### config.mk
export PLATFORM = sky130hd
export DESIGN_NAME = bridge_axi_nx1_sram
export DESIGN_NICKNAME = d
export VERILOG_FILES = /design/src/rtl/bridge_axi_nx1_sram.sv
export SDC_FILE = /design/constraint.sdc
export NUM_CORES = 1
export LEC_CHECK = 0
export CORE_ASPECT_RATIO = 0.5
export CORE_MARGIN = 2
export CORE_UTILIZATION = 40
export DETAILED_ROUTE_END_ITERATION = 12
export PLACE_DENSITY = 0.77
export SYNTH_ARGS = -nofsm -noshare
export SYNTH_HDL_FRONTEND = slang
export SYNTH_SLANG_ARGS = --single-unit
### constraint.sdc
create_clock -name clk -period 17.5 [get_ports clk]
set_input_delay 3.5 -clock clk [delete_from_list [all_inputs] [get_ports clk]]
set_output_delay 3.5 -clock clk [all_outputs]
set_load 0.1 [all_outputs]
### src/rtl/bridge_axi_nx1_sram.sv
// rtl/bridge_axi_nx1_sram.sv - N SRAM-like ports merged onto one AXI3 master; optional RAW guard via BRIDGE_RAW_CHECK_EN
module bridge_axi_nx1_sram #(
    parameter int NUM_PORTS = 2,
    parameter int ID_W      = 4,
    parameter int MAX_RD    = 4,
    parameter int MAX_WR    = 4
) (
    input  logic                    clk,
    input  logic                    reset,
    input  logic [NUM_PORTS-1:0]    sram_req,
    input  logic [NUM_PORTS-1:0]    sram_wr,
    input  logic [2*NUM_PORTS-1:0]  sram_size,
    input  logic [32*NUM_PORTS-1:0] sram_addr,
    input  logic [4*NUM_PORTS-1:0]  sram_wstrb,
    input  logic [32*NUM_PORTS-1:0] sram_wdata,
    output logic [32*NUM_PORTS-1:0] sram_rdata,
    output logic [NUM_PORTS-1:0]    sram_addr_ok,
    output logic [NUM_PORTS-1:0]    sram_data_ok,
    output logic [ID_W-1:0]         axi_arid,
    output logic [31:0]             axi_araddr,
    output logic [3:0]              axi_arlen,
    output logic [2:0]              axi_arsize,
    output logic [1:0]              axi_arburst,
    output logic [1:0]              axi_arlock,
    output logic [3:0]              axi_arcache,
    output logic [2:0]              axi_arprot,
    output logic                    axi_arvalid,
    input  logic                    axi_arready,
    input  logic [ID_W-1:0]         axi_rid,
    input  logic [31:0]             axi_rdata,
    input  logic [1:0]              axi_rresp,
    input  logic                    axi_rlast,
    input  logic                    axi_rvalid,
    output logic                    axi_rready,
    output logic [ID_W-1:0]         axi_awid,
    output logic [31:0]             axi_awaddr,
    output logic [3:0]              axi_awlen,
    output logic [2:0]              axi_awsize,
    output logic [1:0]              axi_awburst,
    output logic [1:0]              axi_awlock,
    output logic [3:0]              axi_awcache,
    output logic [2:0]              axi_awprot,
    output logic                    axi_awvalid,
    input  logic                    axi_awready,
    output logic [ID_W-1:0]         axi_wid,
    output logic [31:0]             axi_wdata,
    output logic [3:0]              axi_wstrb,
    output logic                    axi_wlast,
    output logic                    axi_wvalid,
    input  logic                    axi_wready,
    input  logic [ID_W-1:0]         axi_bid,
    input  logic [1:0]              axi_bresp,
    input  logic                    axi_bvalid,
    output logic                    axi_bready
);

    localparam int PTR_W = (NUM_PORTS > 1) ? $clog2(NUM_PORTS) : 1;
    localparam logic [3:0] RD_LIMIT = 4'(MAX_RD);
    localparam logic [3:0] WR_LIMIT = 4'(MAX_WR);
    localparam logic [PTR_W:0] PORT_CNT = (PTR_W+1)'(NUM_PORTS);

    logic [PTR_W-1:0]       rr_ptr;
    logic [3:0]             rd_cnt [NUM_PORTS];
    logic [3:0]             wr_cnt [NUM_PORTS];
    logic [3:0]             wr_total;
    logic                   out_of_reset;
    logic                   ar_free;
    logic                   wslot_empty;
    logic [NUM_PORTS-1:0]   elig;
    logic [NUM_PORTS-1:0]   raw_block;
    logic [2*NUM_PORTS-1:0] elig_rot;
    logic [PTR_W-1:0]       win_ofs;
    logic [PTR_W:0]         win_sum;
    logic [PTR_W-1:0]       win;
    logic                   grant_any;
    logic [NUM_PORTS-1:0]   grant;
    logic [NUM_PORTS-1:0]   wr_inc;
    logic [NUM_PORTS-1:0]   rd_inc;
    logic [NUM_PORTS-1:0]   rd_dec;
    logic [NUM_PORTS-1:0]   wr_dec;
    logic [31:0]            sel_addr;
    logic [1:0]             sel_size;
    logic [3:0]             sel_wstrb;
    logic [31:0]            sel_wdata;
    logic                   sel_wr;
    logic                   unused_resp;

    assign unused_resp  = ^{axi_rresp, axi_rlast, axi_bresp};
    assign sram_addr_ok = grant;
    assign axi_rready   = out_of_reset;
    assign axi_bready   = out_of_reset;
    assign axi_arlen    = 4'd0;
    assign axi_arburst  = 2'b01;
    assign axi_arlock   = 2'b00;
    assign axi_arcache  = 4'd0;
    assign axi_arprot   = 3'd0;
    assign axi_awlen    = 4'd0;
    assign axi_awburst  = 2'b01;
    assign axi_awlock   = 2'b00;
    assign axi_awcache  = 4'd0;
    assign axi_awprot   = 3'd0;
    assign axi_wlast    = 1'b1;

    // Per-port eligibility; a port never mixes reads and writes in flight
    always_comb begin
        ar_free     = !axi_arvalid || axi_arready;
        wslot_empty = !axi_awvalid && !axi_wvalid;
        elig        = '0;
        for (int p = 0; p < NUM_PORTS; p++) begin
            if (sram_req[p] && !sram_wr[p] && ar_free && (rd_cnt[p] < RD_LIMIT)
                && (wr_cnt[p] == 4'd0) && !raw_block[p])
                elig[p] = 1'b1;
            if (sram_req[p] && sram_wr[p] && wslot_empty && (wr_total < WR_LIMIT)
                && (rd_cnt[p] == 4'd0))
                elig[p] = 1'b1;
        end
        if (reset)
            elig = '0;
    end

    // Round-robin pick: first eligible port at or after rr_ptr
    always_comb begin
        elig_rot  = {elig, elig} >> rr_ptr;
        grant_any = 1'b0;
        win_ofs   = '0;
        for (int k = NUM_PORTS - 1; k >= 0; k--) begin
            if (elig_rot[k]) begin
                grant_any = 1'b1;
                win_ofs   = PTR_W'(k);
            end
        end
        win_sum = {1'b0, rr_ptr} + {1'b0, win_ofs};
        if (win_sum >= PORT_CNT)
            win_sum = win_sum - PORT_CNT;
        win = win_sum[PTR_W-1:0];
        for (int p = 0; p < NUM_PORTS; p++)
            grant[p] = grant_any && (win == PTR_W'(p));
    end

    // Mux the winning port's request fields and decode response handshakes
    always_comb begin
        sel_addr  = '0;
        sel_size  = '0;
        sel_wstrb = '0;
        sel_wdata = '0;
        sel_wr    = 1'b0;
        for (int p = 0; p < NUM_PORTS; p++) begin
            if (grant[p]) begin
                sel_addr  = sram_addr[32*p +: 32];
                sel_size  = sram_size[2*p +: 2];
                sel_wstrb = sram_wstrb[4*p +: 4];
                sel_wdata = sram_wdata[32*p +: 32];
                sel_wr    = sram_wr[p];
            end
        end
        rd_inc = grant & ~sram_wr;
        wr_inc = grant & sram_wr;
        // IDs outside the port range match no p, so they are silently dropped
        for (int p = 0; p < NUM_PORTS; p++) begin
            rd_dec[p] = axi_rvalid && axi_rready && (axi_rid == ID_W'(p));
            wr_dec[p] = axi_bvalid && axi_bready && (axi_bid == ID_W'(p));
        end
    end

    // Arbiter pointer, ready enables and the AR / AW / W request slots
    always_ff @(posedge clk or posedge reset) begin
        if (reset) begin
            rr_ptr       <= '0;
            out_of_reset <= 1'b0;
            axi_arvalid  <= 1'b0;
            axi_arid     <= '0;
            axi_araddr   <= '0;
            axi_arsize   <= '0;
            axi_awvalid  <= 1'b0;
            axi_wvalid   <= 1'b0;
            axi_awid     <= '0;
            axi_awaddr   <= '0;
            axi_awsize   <= '0;
            axi_wid      <= '0;
            axi_wdata    <= '0;
            axi_wstrb    <= '0;
        end else begin
            out_of_reset <= 1'b1;
            if (grant_any)
                rr_ptr <= (win == PTR_W'(NUM_PORTS - 1)) ? '0 : win + PTR_W'(1);
            if (grant_any && !sel_wr) begin
                axi_arvalid <= 1'b1;
                axi_arid    <= ID_W'(win);
                axi_araddr  <= sel_addr;
                axi_arsize  <= {1'b0, sel_size};
            end else if (axi_arready) begin
                axi_arvalid <= 1'b0;
            end
            if (grant_any && sel_wr) begin
                axi_awvalid <= 1'b1;
                axi_wvalid  <= 1'b1;
                axi_awid    <= ID_W'(win);
                axi_awaddr  <= sel_addr;
                axi_awsize  <= {1'b0, sel_size};
                axi_wid     <= ID_W'(win);
                axi_wdata   <= sel_wdata;
                axi_wstrb   <= sel_wstrb;
            end else begin
                if (axi_awready)
                    axi_awvalid <= 1'b0;
                if (axi_wready)
                    axi_wvalid <= 1'b0;
            end
        end
    end

    // Outstanding counters, read data capture and data_ok pulses
    always_ff @(posedge clk or posedge reset) begin
        if (reset) begin
            for (int p = 0; p < NUM_PORTS; p++) begin
                rd_cnt[p] <= 4'd0;
                wr_cnt[p] <= 4'd0;
            end
            wr_total     <= 4'd0;
            sram_rdata   <= '0;
            sram_data_ok <= '0;
        end else begin
            for (int p = 0; p < NUM_PORTS; p++) begin
                rd_cnt[p] <= rd_cnt[p] + {3'b0, rd_inc[p]} - {3'b0, rd_dec[p]};
                wr_cnt[p] <= wr_cnt[p] + {3'b0, wr_inc[p]} - {3'b0, wr_dec[p]};
                if (rd_dec[p])
                    sram_rdata[32*p +: 32] <= axi_rdata;
            end
            wr_total     <= wr_total + {3'b0, |wr_inc} - {3'b0, |wr_dec};
            sram_data_ok <= rd_dec | wr_dec;
        end
    end

`ifdef BRIDGE_RAW_CHECK_EN
    localparam int BUF_W = (MAX_WR > 1) ? $clog2(MAX_WR) : 1;

    logic [29:0]      raw_addr [MAX_WR];
    logic [MAX_WR-1:0] raw_vld;
    logic [BUF_W-1:0] raw_head;
    logic [BUF_W-1:0] raw_tail;

    function automatic logic [BUF_W-1:0] bump(input logic [BUF_W-1:0] v);
        return (v == BUF_W'(MAX_WR - 1)) ? '0 : v + BUF_W'(1);
    endfunction

    // A read is held off while any pending write covers the same word
    always_comb begin
        raw_block = '0;
        for (int p = 0; p < NUM_PORTS; p++)
            for (int e = 0; e < MAX_WR; e++)
                if (raw_vld[e] && (raw_addr[e] == sram_addr[32*p+2 +: 30]))
                    raw_block[p] = 1'b1;
    end

    // Write-address FIFO: allocate on write grant, retire oldest on any B
    always_ff @(posedge clk or posedge reset) begin
        if (reset) begin
            for (int e = 0; e < MAX_WR; e++)
                raw_addr[e] <= '0;
            raw_vld  <= '0;
            raw_head <= '0;
            raw_tail <= '0;
        end else begin
            if (|wr_inc) begin
                raw_addr[raw_tail] <= sel_addr[31:2];
                raw_vld[raw_tail]  <= 1'b1;
                raw_tail           <= bump(raw_tail);
            end
            if (|wr_dec) begin
                raw_vld[raw_head] <= 1'b0;
                raw_head          <= bump(raw_head);
            end
        end
    end
`else
    // Without the guard, reads are free to pass earlier writes
    always_comb raw_block = '0;
`endif

endmodule
==> results of run 1 <==
synthesized netlist by cell type, drive strengths merged:
cell	instances	area (um^2)
a2bb2oi	1	8.76
a22o	66	579
nor3b	4	45.1
fa	5	100
xor2	7	61.3
mux2	154	1960
a21oi	5	25.0
or4	2	15.0
conb	2	7.51
nor2	6	25.0
xnor2	3	26.3
o21ai	3	15.0
o22ai	1	6.26
a211oi	1	12.5
nor2b	2	12.5
a32o	2	20.0
buf	71	602
ha	25	313
nand2	11	41.3
nand2b	1	13.8
nand3	1	5.00
clkbuf	7	26.3
inv	56	210
a21o	5	37.5
a2111oi	1	27.5
nand3b	1	7.51
nor4	1	6.26
a22oi	7	52.6
dfrtp	197	4930
mux2i	14	140
a32oi	2	17.5
worst max-delay path: stages:
cell	delay, ns
sky130_fd_sc_hd__clkdlybuf4s50_1	0.71
sky130_fd_sc_hd__nand3b_1	0.26
sky130_fd_sc_hd__nor2_2	0.09
sky130_fd_sc_hd__a2111oi_4	0.35
sky130_fd_sc_hd__buf_4	0.69
sky130_fd_sc_hd__clkdlybuf4s50_1	1.27
per-stage QoR:
stage               std cells  total power [mW]
finish                   1341              1.67
global route             1341              1.75
CTS                      1341              1.69
detailed placement       1309              1.30
global placement         1309              1.28
floorplan                 705              1.11
metal layers:
layer / vias to the layer above / routed length, um / share of wire, % / GRT usage [%]
met1: 3317 / 9830 / 40 / 24.3
met2: 175 / 13000 / 53 / 35.9
met3: 50 / 1090 / 4.4 / 3.74
met5: - / 0 / 0 / 0
met4: 0 / 803 / 3.2 / 8.50
li1: 2959 / - / - / -
sequential cells by signal, indices dropped and copies added (netlist names), 4 cells and up:
| signal | count |
|---|---|
| axi_araddr | 32 |
| axi_wstrb | 4 |
| wr_total | 4 |
| wr_cnt | 8 |
| axi_awaddr | 32 |
| axi_wdata | 32 |
| rd_cnt | 8 |
| sram_rdata | 64 |
cell families after synthesis:
family	Yosys count	synth area share (%)
xor+xnor	10	0.937
compound gates	94	8.58
mux	168	22.5
buf+inv	134	8.97
fa+ha+maj	30	4.42
simple gates	29	1.83
flops	197	52.7
other cells	2	0.0803
where the power goes:
group | leakage, nW | internal (mW) | total [mW] | switching [mW]
Combinational | 3.37 | 0.204 | 0.720 | 0.516
Clock | 0.289 | 0.210 | 0.388 | 0.178
Sequential | 2.57 | 0.527 | 0.566 | 0.0389
cell type report:
class	instances	area [um^2]	area share, %
clock buffer	20	467	3.43
sequential	197	4930	36.2
clock inverter	12	120	0.882
timing repair buffer	375	3740	27.5
inverter	56	218	1.60
tap	307	384	2.82
multi-input combinational	374	3760	27.6
worst paths after layout:
check | start | to | slack [ns]
max in group asynchronous | reset | axi_awaddr[31] | 12.22
min in group asynchronous | reset | axi_wdata[1] | 3.81
min reg2reg | sram_rdata[5] | sram_rdata[5] | 0.48
max reg2reg | wr_total[2] | axi_awaddr[30] | 13.35
max | reset | sram_addr_ok[1] | 7.11
min | sram_rdata[5] | sram_rdata[5] | 0.48
==> tab_implementation.tex, run 1 <==
\begin{tabular}{lr}
\hline
Metric & Value \\
\hline
\multicolumn{2}{l}{\textbf{Layout}} \\
Most frequent standard cell in the layout excluding fill and tap cells & sky130\_fd\_sc\_hd\_\_clkdlybuf4s50\_1 \\
Fill cell instance count of the final layout & 1812 \\
Final core utilization & about 60\% \\
Synthesis-to-finish area growth & 45.7\% \\
Fraction of layout instances using a drive strength above 1 & 17.0\% \\
Post-route design area & approximately 14000 um\^{}2 \\
Diode count & 0 \\
Layout net count & between 1000 and 1500 \\
Top library cells by usage in the layout, fill and taps aside & sky130\_fd\_sc\_hd\_\_clkdlybuf4s50\_1 (370), sky130\_fd\_sc\_hd\_\_dfrtp\_1 (197), sky130\_fd\_sc\_hd\_\_mux2\_2 (67), sky130\_fd\_sc\_hd\_\_a22o\_1 (64), sky130\_fd\_sc\_hd\_\_mux2\_4 (60) \\
\multicolumn{2}{l}{\textbf{Clocking}} \\
Num Clock Sinks & 197 \\
TritonCTS clock tree & built \\
Level count of the clock H-tree & 4 \\
Clk\_lat worst skew & 0.44 ns \\
Clk root buf & sky130\_fd\_sc\_hd\_\_clkbuf\_16 \\
Number of clock buffers inserted by TritonCTS & 17 \\
Clock transition at the register clock pins on the worst setup and hold paths after CTS & roughly 0.070 ns \\
Hold Buf Count CTS & 0 \\
Number of buffers on the longest clock path & 2 \\
Post-CTS Setup Inserts & 0 \\
Cts repair resizes & 0 \\
\multicolumn{2}{l}{\textbf{Logic synthesis}} \\
Share of synthesized area occupied by flip-flops and latches & $\sim$53\% \\
Post-Synthesis Cells & about 660 \\
Post-Syn Area per Cell & between 10 and 15 um\^{}2 \\
Mapped cell area & approximately 9300 um\^{}2 \\
Flop and latch count out of synthesis & $\sim$200 \\
Distinct cell type count of the synthesized netlist & 42 \\
Count of warnings emitted by yosys & 0 \\
\multicolumn{2}{l}{\textbf{Floorplan}} \\
Y dimension of the die & 112 um \\
Number of core rows & 39 \\
Chip Width & 220 um \\
Number of placed I/O pins & 418 \\
Area inside the core boundary & roughly 23000 um\^{}2 \\
Floorplan die area & approximately 25000 um\^{}2 \\
Starting Density & 40.9\% \\
\multicolumn{2}{l}{\textbf{Place}} \\
Post-detailed-placement half-perimeter wirelength & around 18 mm \\
Post-place instance area & about 13000 um\^{}2 \\
Placement Setup Slack & between 7 and 8 ns \\
Count of buffers from port buffering & 370 \\
GPL Wtd Cong & approximately 0.94 \\
\multicolumn{2}{l}{\textbf{STA}} \\
Setup repair after global routing missed its margin & no \\
Least-Margin Pin Slew & approximately 1.1 ns \\
Final Slew Violations & 0 \\
Final Setup Violations & 0 \\
Fin Hold WS & roughly 0.48 ns \\
Final period utilization & around three fifths \\
Fin Clk Skew & between 0.008 and 0.009 ns \\
Final Hold Violating Endpoints & 0 \\
Relative slew slack & 25.0\% \\
Setup Total Neg Slack & 0 ns \\
Highest achievable clock rate & 96.3 MHz \\
Minimum period implied by the final worst setup slack & 10.39 ns \\
Setup WS post-layout & just over 7 ns \\
\multicolumn{2}{l}{\textbf{Detailed routing}} \\
Antenna Nets Post-Route & 0 \\
Vias after detailed routing & approximately 6500 \\
Wire length reported by the detailed router & about 25 mm \\
Starting DRC count in detailed routing & 360 \\
Final routed wire length divided by cell count & about 18 um \\
Vias per cell & 4.85 \\
Detailed Routing Iterations Pass 1 & 4 \\
DRC errors left & 0 \\
\multicolumn{2}{l}{\textbf{Run}} \\
Max-cap violation count & 0 \\
\multicolumn{2}{l}{\textbf{GRT}} \\
Pin count of the biggest net entering global routing & about 120 \\
Number of global-route vias before repair & 6889 \\
Initial antenna violation count & 0 \\
First-pass GRT wire length & about 38 mm \\
All-Layer GR Usage & just over 20\% \\
Overflow after GRT & 0 \\
\multicolumn{2}{l}{\textbf{Hold path}} \\
Hold Path Class & reg -> reg \\
Worst hold stages & 1 \\
\multicolumn{2}{l}{\textbf{Critical path}} \\
FF-to-FF path depth & 9 \\
Critical path fanouts, max & 75 \\
Type of the setup path with the least slack & in -> out \\
Critical path required time & between 10 and 15 ns \\
CP startpoint kind & input pin \\
Arr. time, crit path & just under 7 ns \\
Endpoint class of the critical path & output pin \\
\multicolumn{2}{l}{\textbf{Pwr}} \\
Worst ir drop on vdd & 105 uV \\
Leak pwr & approximately 6.2 nW \\
Power density relative to cell area & between 100 and 150 nW/um\^{}2 \\
\multicolumn{2}{l}{\textbf{Outcome}} \\
Outcome & finished clean \\
\hline
\end{tabular}
No activity file was read; power rests on OpenSTA's default activity.
==> run 2, diff against run 1 <==
==> constraint.sdc (replaced) <==
create_clock -name clk -period 10.85 [get_ports clk]
set_input_delay 2.17 -clock clk [delete_from_list [all_inputs] [get_ports clk]]
set_output_delay 2.17 -clock clk [all_outputs]
set_load 0.1 [all_outputs]
==> run 2 against run 1 <==
  * First-iteration DRC count fell by 6.4%
  * Combinational power rose by 61%
  * Critical path depth did not move
  * Largest cell class unchanged
  * Cell area rose by 0.27%
  * Worst setup slack got worse by 4.0 ns
==> tab_implementation.tex, run 2 (synthesis gave the netlist of run 1 again) <==
\begin{tabular}{lr}
\hline
Metric & Value \\
\hline
\multicolumn{2}{l}{\textbf{Clocking}} \\
Number of buffers on the longest clock path & 2 (unchanged) \\
TritonCTS clock tree & built \\
Num Clock Sinks & 197 (unchanged) \\
Clock transition at the register clock pins on the worst setup and hold paths after CTS & 0.06 ns (about the same) \\
Post-CTS Setup Inserts & 0 (unchanged) \\
Clk\_lat worst skew & 0.45 ns (about the same) \\
Level count of the clock H-tree & 4 (unchanged) \\
Cts repair resizes & 0 (unchanged) \\
Hold Buf Count CTS & 0 (unchanged) \\
Number of clock buffers inserted by TritonCTS & 17 (unchanged) \\
Clk root buf & sky130\_fd\_sc\_hd\_\_clkbuf\_16 \\
\multicolumn{2}{l}{\textbf{Pwr}} \\
Leak pwr & 6.24 nW (+0.20\%) \\
Worst ir drop on vdd & 174 uV (+66\%) \\
Power density relative to cell area & 201 nW/um\^{}2 (+63\%) \\
\multicolumn{2}{l}{\textbf{Floorplan}} \\
Floorplan die area & 24700 um\^{}2 (unchanged) \\
Area inside the core boundary & 22900 um\^{}2 (unchanged) \\
Starting Density & 40.9\% (unchanged) \\
Chip Width & 220 um (unchanged) \\
Y dimension of the die & 112 um (unchanged) \\
Number of core rows & 39 (unchanged) \\
Number of placed I/O pins & 418 (unchanged) \\
\multicolumn{2}{l}{\textbf{Place}} \\
Post-detailed-placement half-perimeter wirelength & 18.2 mm (+0.22\%) \\
Count of buffers from port buffering & 370 (unchanged) \\
GPL Wtd Cong & 0.939 (about the same) \\
Inst Count DP & 1309 (unchanged) \\
\multicolumn{2}{l}{\textbf{STA}} \\
Highest achievable clock rate & approximately 130 MHz \\
Final period utilization & 71.5\% \\
Fin Clk Skew & 0.0158 ns (+0.00711 ns) \\
Final Setup Violations & 0 (unchanged) \\
Least-Margin Pin Slew & 1.12 ns (+0.00132 ns) \\
Final Slew Violations & 0 (unchanged) \\
Setup repair after global routing missed its margin & no \\
Minimum period implied by the final worst setup slack & approximately 7.8 ns \\
Final Hold Violating Endpoints & 0 (unchanged) \\
Relative slew slack & 24.9\% (-0.088 points) \\
Setup Total Neg Slack & 0 ns (unchanged) \\
\multicolumn{2}{l}{\textbf{Critical path}} \\
Arr. time, crit path & 5.58 ns (-1.31 ns) \\
Crit path launch & reset \\
Endpoint class of the critical path & output pin \\
Critical path fanouts, max & 75 (unchanged) \\
CP startpoint kind & input pin \\
Minimum setup slack among reg-to-reg paths & 6.70 ns (-6.65 ns) \\
Critical path required time & 8.68 ns (-5.32 ns) \\
Type of the setup path with the least slack & in -> out \\
Worst R2R Start & wr\_total[2] \\
\multicolumn{2}{l}{\textbf{GRT}} \\
Number of global-route vias before repair & 6815 (-1.1\%) \\
First-pass GRT wire length & 38.1 mm (-0.43\%) \\
Pin count of the biggest net entering global routing & 129 (+5.7\%) \\
Initial antenna violation count & 1 (+1) \\
Overflow after GRT & 0 (unchanged) \\
All-Layer GR Usage & 20.2\% (about the same) \\
\multicolumn{2}{l}{\textbf{Run}} \\
Max-cap violation count & 0 (unchanged) \\
\multicolumn{2}{l}{\textbf{Detailed routing}} \\
Starting DRC count in detailed routing & 337 (-6.4\%) \\
DRC errors left & 0 (unchanged) \\
Final routed wire length divided by cell count & 18.6 um (+0.91\%) \\
Vias per cell & 4.82 (-0.63\%) \\
Vias after detailed routing & 6465 (-0.55\%) \\
Antenna Nets Post-Route & 0 (unchanged) \\
Detailed Routing Iterations Pass 1 & 4 (unchanged) \\
Wire length reported by the detailed router & 25.0 mm (+0.99\%) \\
\multicolumn{2}{l}{\textbf{Outcome}} \\
Outcome & finished clean \\
\multicolumn{2}{l}{\textbf{Layout}} \\
Most frequent standard cell in the layout excluding fill and tap cells & sky130\_fd\_sc\_hd\_\_clkdlybuf4s50\_1 \\
Fraction of layout instances using a drive strength above 1 & 17.0\% (unchanged) \\
Final Non-Filler Cells & 1342 (+0.075\%) \\
Max reg flops & 64 (unchanged) \\
Synthesis-to-finish area growth & 46.1\% \\
Register with the most flip-flops & sram\_rdata \\
Layout net count & 1247 (unchanged) \\
Top library cells by usage in the layout, fill and taps aside & sky130\_fd\_sc\_hd\_\_clkdlybuf4s50\_1 (370), sky130\_fd\_sc\_hd\_\_dfrtp\_1 (197), sky130\_fd\_sc\_hd\_\_mux2\_2 (67), sky130\_fd\_sc\_hd\_\_a22o\_1 (64), sky130\_fd\_sc\_hd\_\_mux2\_4 (60) \\
\multicolumn{2}{l}{\textbf{Hold path}} \\
Startpoint of the most critical hold path & wr\_total[0] \\
Hold Path Class & reg -> reg \\
\hline
\end{tabular}
==> run 2: per-layer routing <==
metal,track usage (%),share of wire [%]
met4,7.07,2.3
met2,36.1,53
met3,4.85,4.4
met1,23.9,40
met5,0,0
==> run 2: worst paths after layout <==
kind / endpoint / cells after the start
worst min-delay path: wr_total[0] / 1
worst max-delay path: sram_addr_ok[1] / 6
worst min register to register: wr_total[0] / 1
min in group asynchronous: axi_wdata[1] / 2
max in group asynchronous: rd_cnt[7] / 3
worst max register to register: wr_total[1] / 14
==> run 2: worst max-delay path, cell delays in order <==
cell and delay (ns):
sky130_fd_sc_hd__clkdlybuf4s50_1 0.71, sky130_fd_sc_hd__nand3b_1 0.27, sky130_fd_sc_hd__nor2_2 0.08, sky130_fd_sc_hd__a2111oi_4 0.33
sky130_fd_sc_hd__buf_4 0.72, sky130_fd_sc_hd__clkdlybuf4s50_1 1.29
==> run 2: where the power goes <==
part	switching [mW]	total, mW	internal, mW
logic	0.829	1.16	0.329
registers	0.0637	0.914	0.850
clock network	0.292	0.671	0.379
total	1.19	2.74	1.56
==> run 2: cell type report <==
type,instances,area [um^2]
diodes,1,2.50
clock buffers,19,453
clock inverters,13,168
fillers,1799,9230
inverters,56,218
multi-input cells,374,3760
flip-flops and latches,197,4930
well taps,307,384
repair buffers,375,3740
==> run 2: metrics by stage <==
stage	hold WS (ns)	cell area (um^2)	power, mW	util (%)	worst slack, ns
floorplan	0.456	9500	1.79	-	3.31
global placement	0.463	13000	2.06	56.9	3.18
detailed placement	0.471	13000	2.09	56.9	3.11
CTS	0.486	13700	2.76	59.7	3.10
global route	0.495	13700	2.86	59.7	2.93
finish	0.481	13700	2.74	59.7	3.10
==> run 3, diff against run 2 <==
--- a/config.mk
+++ b/config.mk
@@ -7,7 +7,7 @@
 export LEC_CHECK = 0
 export CORE_ASPECT_RATIO = 0.5
 export CORE_MARGIN = 2
-export CORE_UTILIZATION = 40
+export CORE_UTILIZATION = 38
 export DETAILED_ROUTE_END_ITERATION = 12
 export PLACE_DENSITY = 0.77
 export SYNTH_ARGS = -nofsm -noshare
==> constraint.sdc (replaced) <==
create_clock -name clk -period 6.53 [get_ports clk]
set_input_delay 1.306 -clock clk [delete_from_list [all_inputs] [get_ports clk]]
set_output_delay 1.306 -clock clk [all_outputs]
set_load 0.1 [all_outputs]
==> run 3 against run 2 <==
  * Worst setup slack worse by 1.8 ns
  * Via count is 0.65% lower
  * Count of clock-buffer cells in the layout stayed put
  * Routed wire length is 0.44% higher
  * Critical path type unchanged
  * Sequential cell count stayed put
  * Combinational power is 66% higher
==> tab_implementation.tex, run 3 (synthesis gave the netlist of run 1 again) <==
\begin{tabular}{lr}
\hline
Metric & Value \\
\hline
\multicolumn{2}{l}{\textbf{Layout}} \\
Diode count & 0 (-1) \\
Sequential cell area & 4930 um\^{}2 (unchanged) \\
Fraction of layout instances using a drive strength above 1 & 17.2\% (+0.14 points) \\
Post-route design area & 13700 um\^{}2 (+0.30\%) \\
Max reg flops & 64 (unchanged) \\
Fill cell instance count of the final layout & 1968 (+9.4\%) \\
Most frequent standard cell in the layout excluding fill and tap cells & sky130\_fd\_sc\_hd\_\_clkdlybuf4s50\_1 \\
Combined area of the multi-input logic cells & 3760 um\^{}2 (unchanged) \\
Top library cells by usage in the layout, fill and taps aside & sky130\_fd\_sc\_hd\_\_clkdlybuf4s50\_1 (369), sky130\_fd\_sc\_hd\_\_dfrtp\_1 (197), sky130\_fd\_sc\_hd\_\_mux2\_2 (67), sky130\_fd\_sc\_hd\_\_a22o\_1 (64), sky130\_fd\_sc\_hd\_\_mux2\_4 (60) \\
Register with the most flip-flops & sram\_rdata \\
Layout net count & 1250 (+0.24\%) \\
Synthesis-to-finish area growth & 46.5\% \\
\multicolumn{2}{l}{\textbf{Pwr}} \\
Worst ir drop on vdd & 237 uV (+36\%) \\
Switching pwr & 1.99 mW (+67\%) \\
Logic pwr share & 42.6\% (+0.4 points) \\
Part of the power in the clock network & 23.9\% (-0.6 points) \\
Switching part of the total & 43.9\% (+0.66 points) \\
Relative contribution of sequential cells to total power & 33.6\% (+0.3 points) \\
Leak pwr & 6.25 nW (about the same) \\
Power Internal & 2.54 mW (+63\%) \\
Power density relative to cell area & 330 nW/um\^{}2 (+64\%) \\
\multicolumn{2}{l}{\textbf{GRT}} \\
Met1 usage in global routing & 22.6\% (-1.2 points) \\
Initial antenna violation count & 0 (-1) \\
Number of global-route vias before repair & 6754 (-0.90\%) \\
Overflow after GRT & 0 (unchanged) \\
Global routing usage on met3 & 4.27\% (-0.58 points) \\
Pin count of the biggest net entering global routing & 113 (-12\%) \\
Most crowded layer after global routing & met2 \\
First-pass GRT wire length & 37.9 mm (-0.54\%) \\
Met2 global-route usage & 34.1\% (-2.0 points) \\
All-Layer GR Usage & 19.1\% (-1.1 points) \\
\multicolumn{2}{l}{\textbf{Floorplan}} \\
Starting Density & 38.8\% (-2.0 points) \\
Chip Width & 226 um (+2.5\%) \\
Y dimension of the die & 115 um (+2.5\%) \\
Number of placed I/O pins & 418 (unchanged) \\
Number of core rows & 40 (+2.6\%) \\
Area inside the core boundary & 24100 um\^{}2 (+5.2\%) \\
Floorplan die area & 25900 um\^{}2 (+5.1\%) \\
\multicolumn{2}{l}{\textbf{Critical path}} \\
Library cell contributing the largest single delay on the critical path & sky130\_fd\_sc\_hd\_\_clkdlybuf4s50\_1 \\
Bufs and invs on worst path & 2 (-1) \\
Critical path required time & 5.22 ns (-3.46 ns) \\
Maximum single-stage delay on the critical path & 1.20 ns (-0.09 ns) \\
Endpoint class of the critical path & output pin \\
Minimum setup slack among reg-to-reg paths & 2.81 ns (-3.89 ns) \\
Worst r2r dst & axi\_araddr[21] \\
Worst R2R Start & wr\_total[2] \\
CP startpoint kind & input pin \\
Critical path fanouts, max & 5 (-93\%) \\
Type of the setup path with the least slack & in -> out \\
Arr. time, crit path & 3.93 ns (-1.65 ns) \\
Critical path cell sequence & clkdlybuf4s50\_1 -> nand3b\_1 -> nor2\_2 -> a2111oi\_4 -> clkdlybuf4s50\_1 \\
Kind of cell with the highest combined delay on the critical path & buffers and inverters \\
FF-to-FF path depth & 8 (-6) \\
Critical Path Most Common Cell & sky130\_fd\_sc\_hd\_\_clkdlybuf4s50\_1 \\
\multicolumn{2}{l}{\textbf{Clocking}} \\
TritonCTS clock tree & built \\
Clk root buf & sky130\_fd\_sc\_hd\_\_clkbuf\_16 \\
Clk\_lat worst skew & 0.44 ns (about the same) \\
Cts repair resizes & 0 (unchanged) \\
Num Clock Sinks & 197 (unchanged) \\
Hold Buf Count CTS & 0 (unchanged) \\
Clock transition at the register clock pins on the worst setup and hold paths after CTS & 0.07 ns (about the same) \\
Number of clock buffers inserted by TritonCTS & 17 (unchanged) \\
Number of buffers on the longest clock path & 2 (unchanged) \\
Post-CTS Setup Inserts & 0 (unchanged) \\
Level count of the clock H-tree & 4 (unchanged) \\
\multicolumn{2}{l}{\textbf{Place}} \\
Post-place instance area & 13100 um\^{}2 (+0.50\%) \\
Post-detailed-placement half-perimeter wirelength & 18.7 mm (+2.9\%) \\
Count of buffers from port buffering & 370 (unchanged) \\
GPL Wtd Cong & 0.826 (-12\%) \\
\multicolumn{2}{l}{\textbf{Detailed routing}} \\
Detailed Routing Iterations Pass 1 & 4 (unchanged) \\
Wire length reported by the detailed router & 25.1 mm (+0.44\%) \\
Final routed wire length divided by cell count & 18.3 um (-1.8\%) \\
Vias per cell & 4.68 (-2.9\%) \\
DRC errors left & 0 (unchanged) \\
Starting DRC count in detailed routing & 320 (-5.0\%) \\
Antenna Nets Post-Route & 0 (unchanged) \\
Vias after detailed routing & 6423 (-0.65\%) \\
\multicolumn{2}{l}{\textbf{STA}} \\
Final period utilization & between 80\% and 90\% \\
Highest achievable clock rate & 191 MHz \\
Least-Margin Pin Slew & 1.10 ns (-0.0283 ns) \\
Final Setup Violations & 0 (unchanged) \\
Setup repair after global routing missed its margin & no \\
Fin Hold WS & 0.484 ns (+0.00268 ns) \\
Relative slew slack & 26.7\% (+1.8 points) \\
Setup Total Neg Slack & 0 ns (unchanged) \\
Minimum period implied by the final worst setup slack & around 5.2 ns \\
Final Slew Violations & 0 (unchanged) \\
Final Hold Violating Endpoints & 0 (unchanged) \\
Fin Clk Skew & 0.0184 ns (+0.00262 ns) \\
\multicolumn{2}{l}{\textbf{Hold path}} \\
Worst hold endpoint & axi\_araddr[29] \\
Hold Path Class & reg -> reg \\
Startpoint of the most critical hold path & axi\_araddr[29] \\
Worst hold stages & 1 (unchanged) \\
\multicolumn{2}{l}{\textbf{Outcome}} \\
Outcome & finished clean \\
\multicolumn{2}{l}{\textbf{Run}} \\
Max-cap violation count & 0 (unchanged) \\
\hline
\end{tabular}
## run 3: per-layer routing
metal  routed length [um]  up-vias
li1                     -     2950
met1                10200     3279
met2                13300      154
met3                 1030       40
met4                  599        0
met5                    0        -
## run 3: layout make-up
type | count | share of cell area [%]
clock buffer | 19 | 3.16
multi-input combinational | 374 | 27.4
tap | 336 | 3.07
clock inverter | 13 | 1.22
sequential | 197 | 36.0
inverter | 56 | 1.56
timing repair buffer | 378 | 27.6
## run 3: power groups by stage
stage / registers [mW] / clock network [mW] / logic (mW)
after global routing: 1.54 / 1.16 / 2.01
after global placement: 1.53 / 0 / 1.89
after detailed placement: 1.54 / 0 / 1.93
after floorplan: 2.40 / 0 / 0.567
final: 1.52 / 1.08 / 1.93
after CTS: 1.52 / 1.11 / 1.94
## run 3: per-stage QoR
stage                     std cells  setup WS [ns]  util (%)  power, mW
after floorplan                 705           2.42         -       2.97
after global placement         1341           1.34      54.4       3.42
after detailed placement       1341           1.32      54.4       3.47
after CTS                      1373           1.29      56.9       4.56
after global routing           1373           1.25      56.9       4.71
final                          1373           1.29      56.9       4.52
## run 3: how the worst max path moves through the flow
| stage | start | to | slack (ns) | cells after the start |
|---|---|---|---|---|
| global route | reset | sram_addr_ok[1] | 1.25 | 5 |
| detailed placement | reset | sram_addr_ok[1] | 1.32 | 5 |
| floorplan | axi_arready | rd_cnt[2] | 2.42 | 11 |
| finish | reset | sram_addr_ok[1] | 1.29 | 5 |
| global placement | reset | sram_addr_ok[1] | 1.34 | 5 |
| CTS | reset | sram_addr_ok[1] | 1.29 | 5 |
## run 3: worst register-to-register path: cells and delay by family, from the launching register on
| kind | cells | cell delay [ns] |
|---|---|---|
| compound gates | 3 | 1.53 |
| fa+ha+maj | 1 | 0.13 |
| buf+inv | 2 | 0.77 |
| flops | 1 | 0.36 |
| mux | 1 | 0.45 |
| simple gates | 1 | 0.37 |
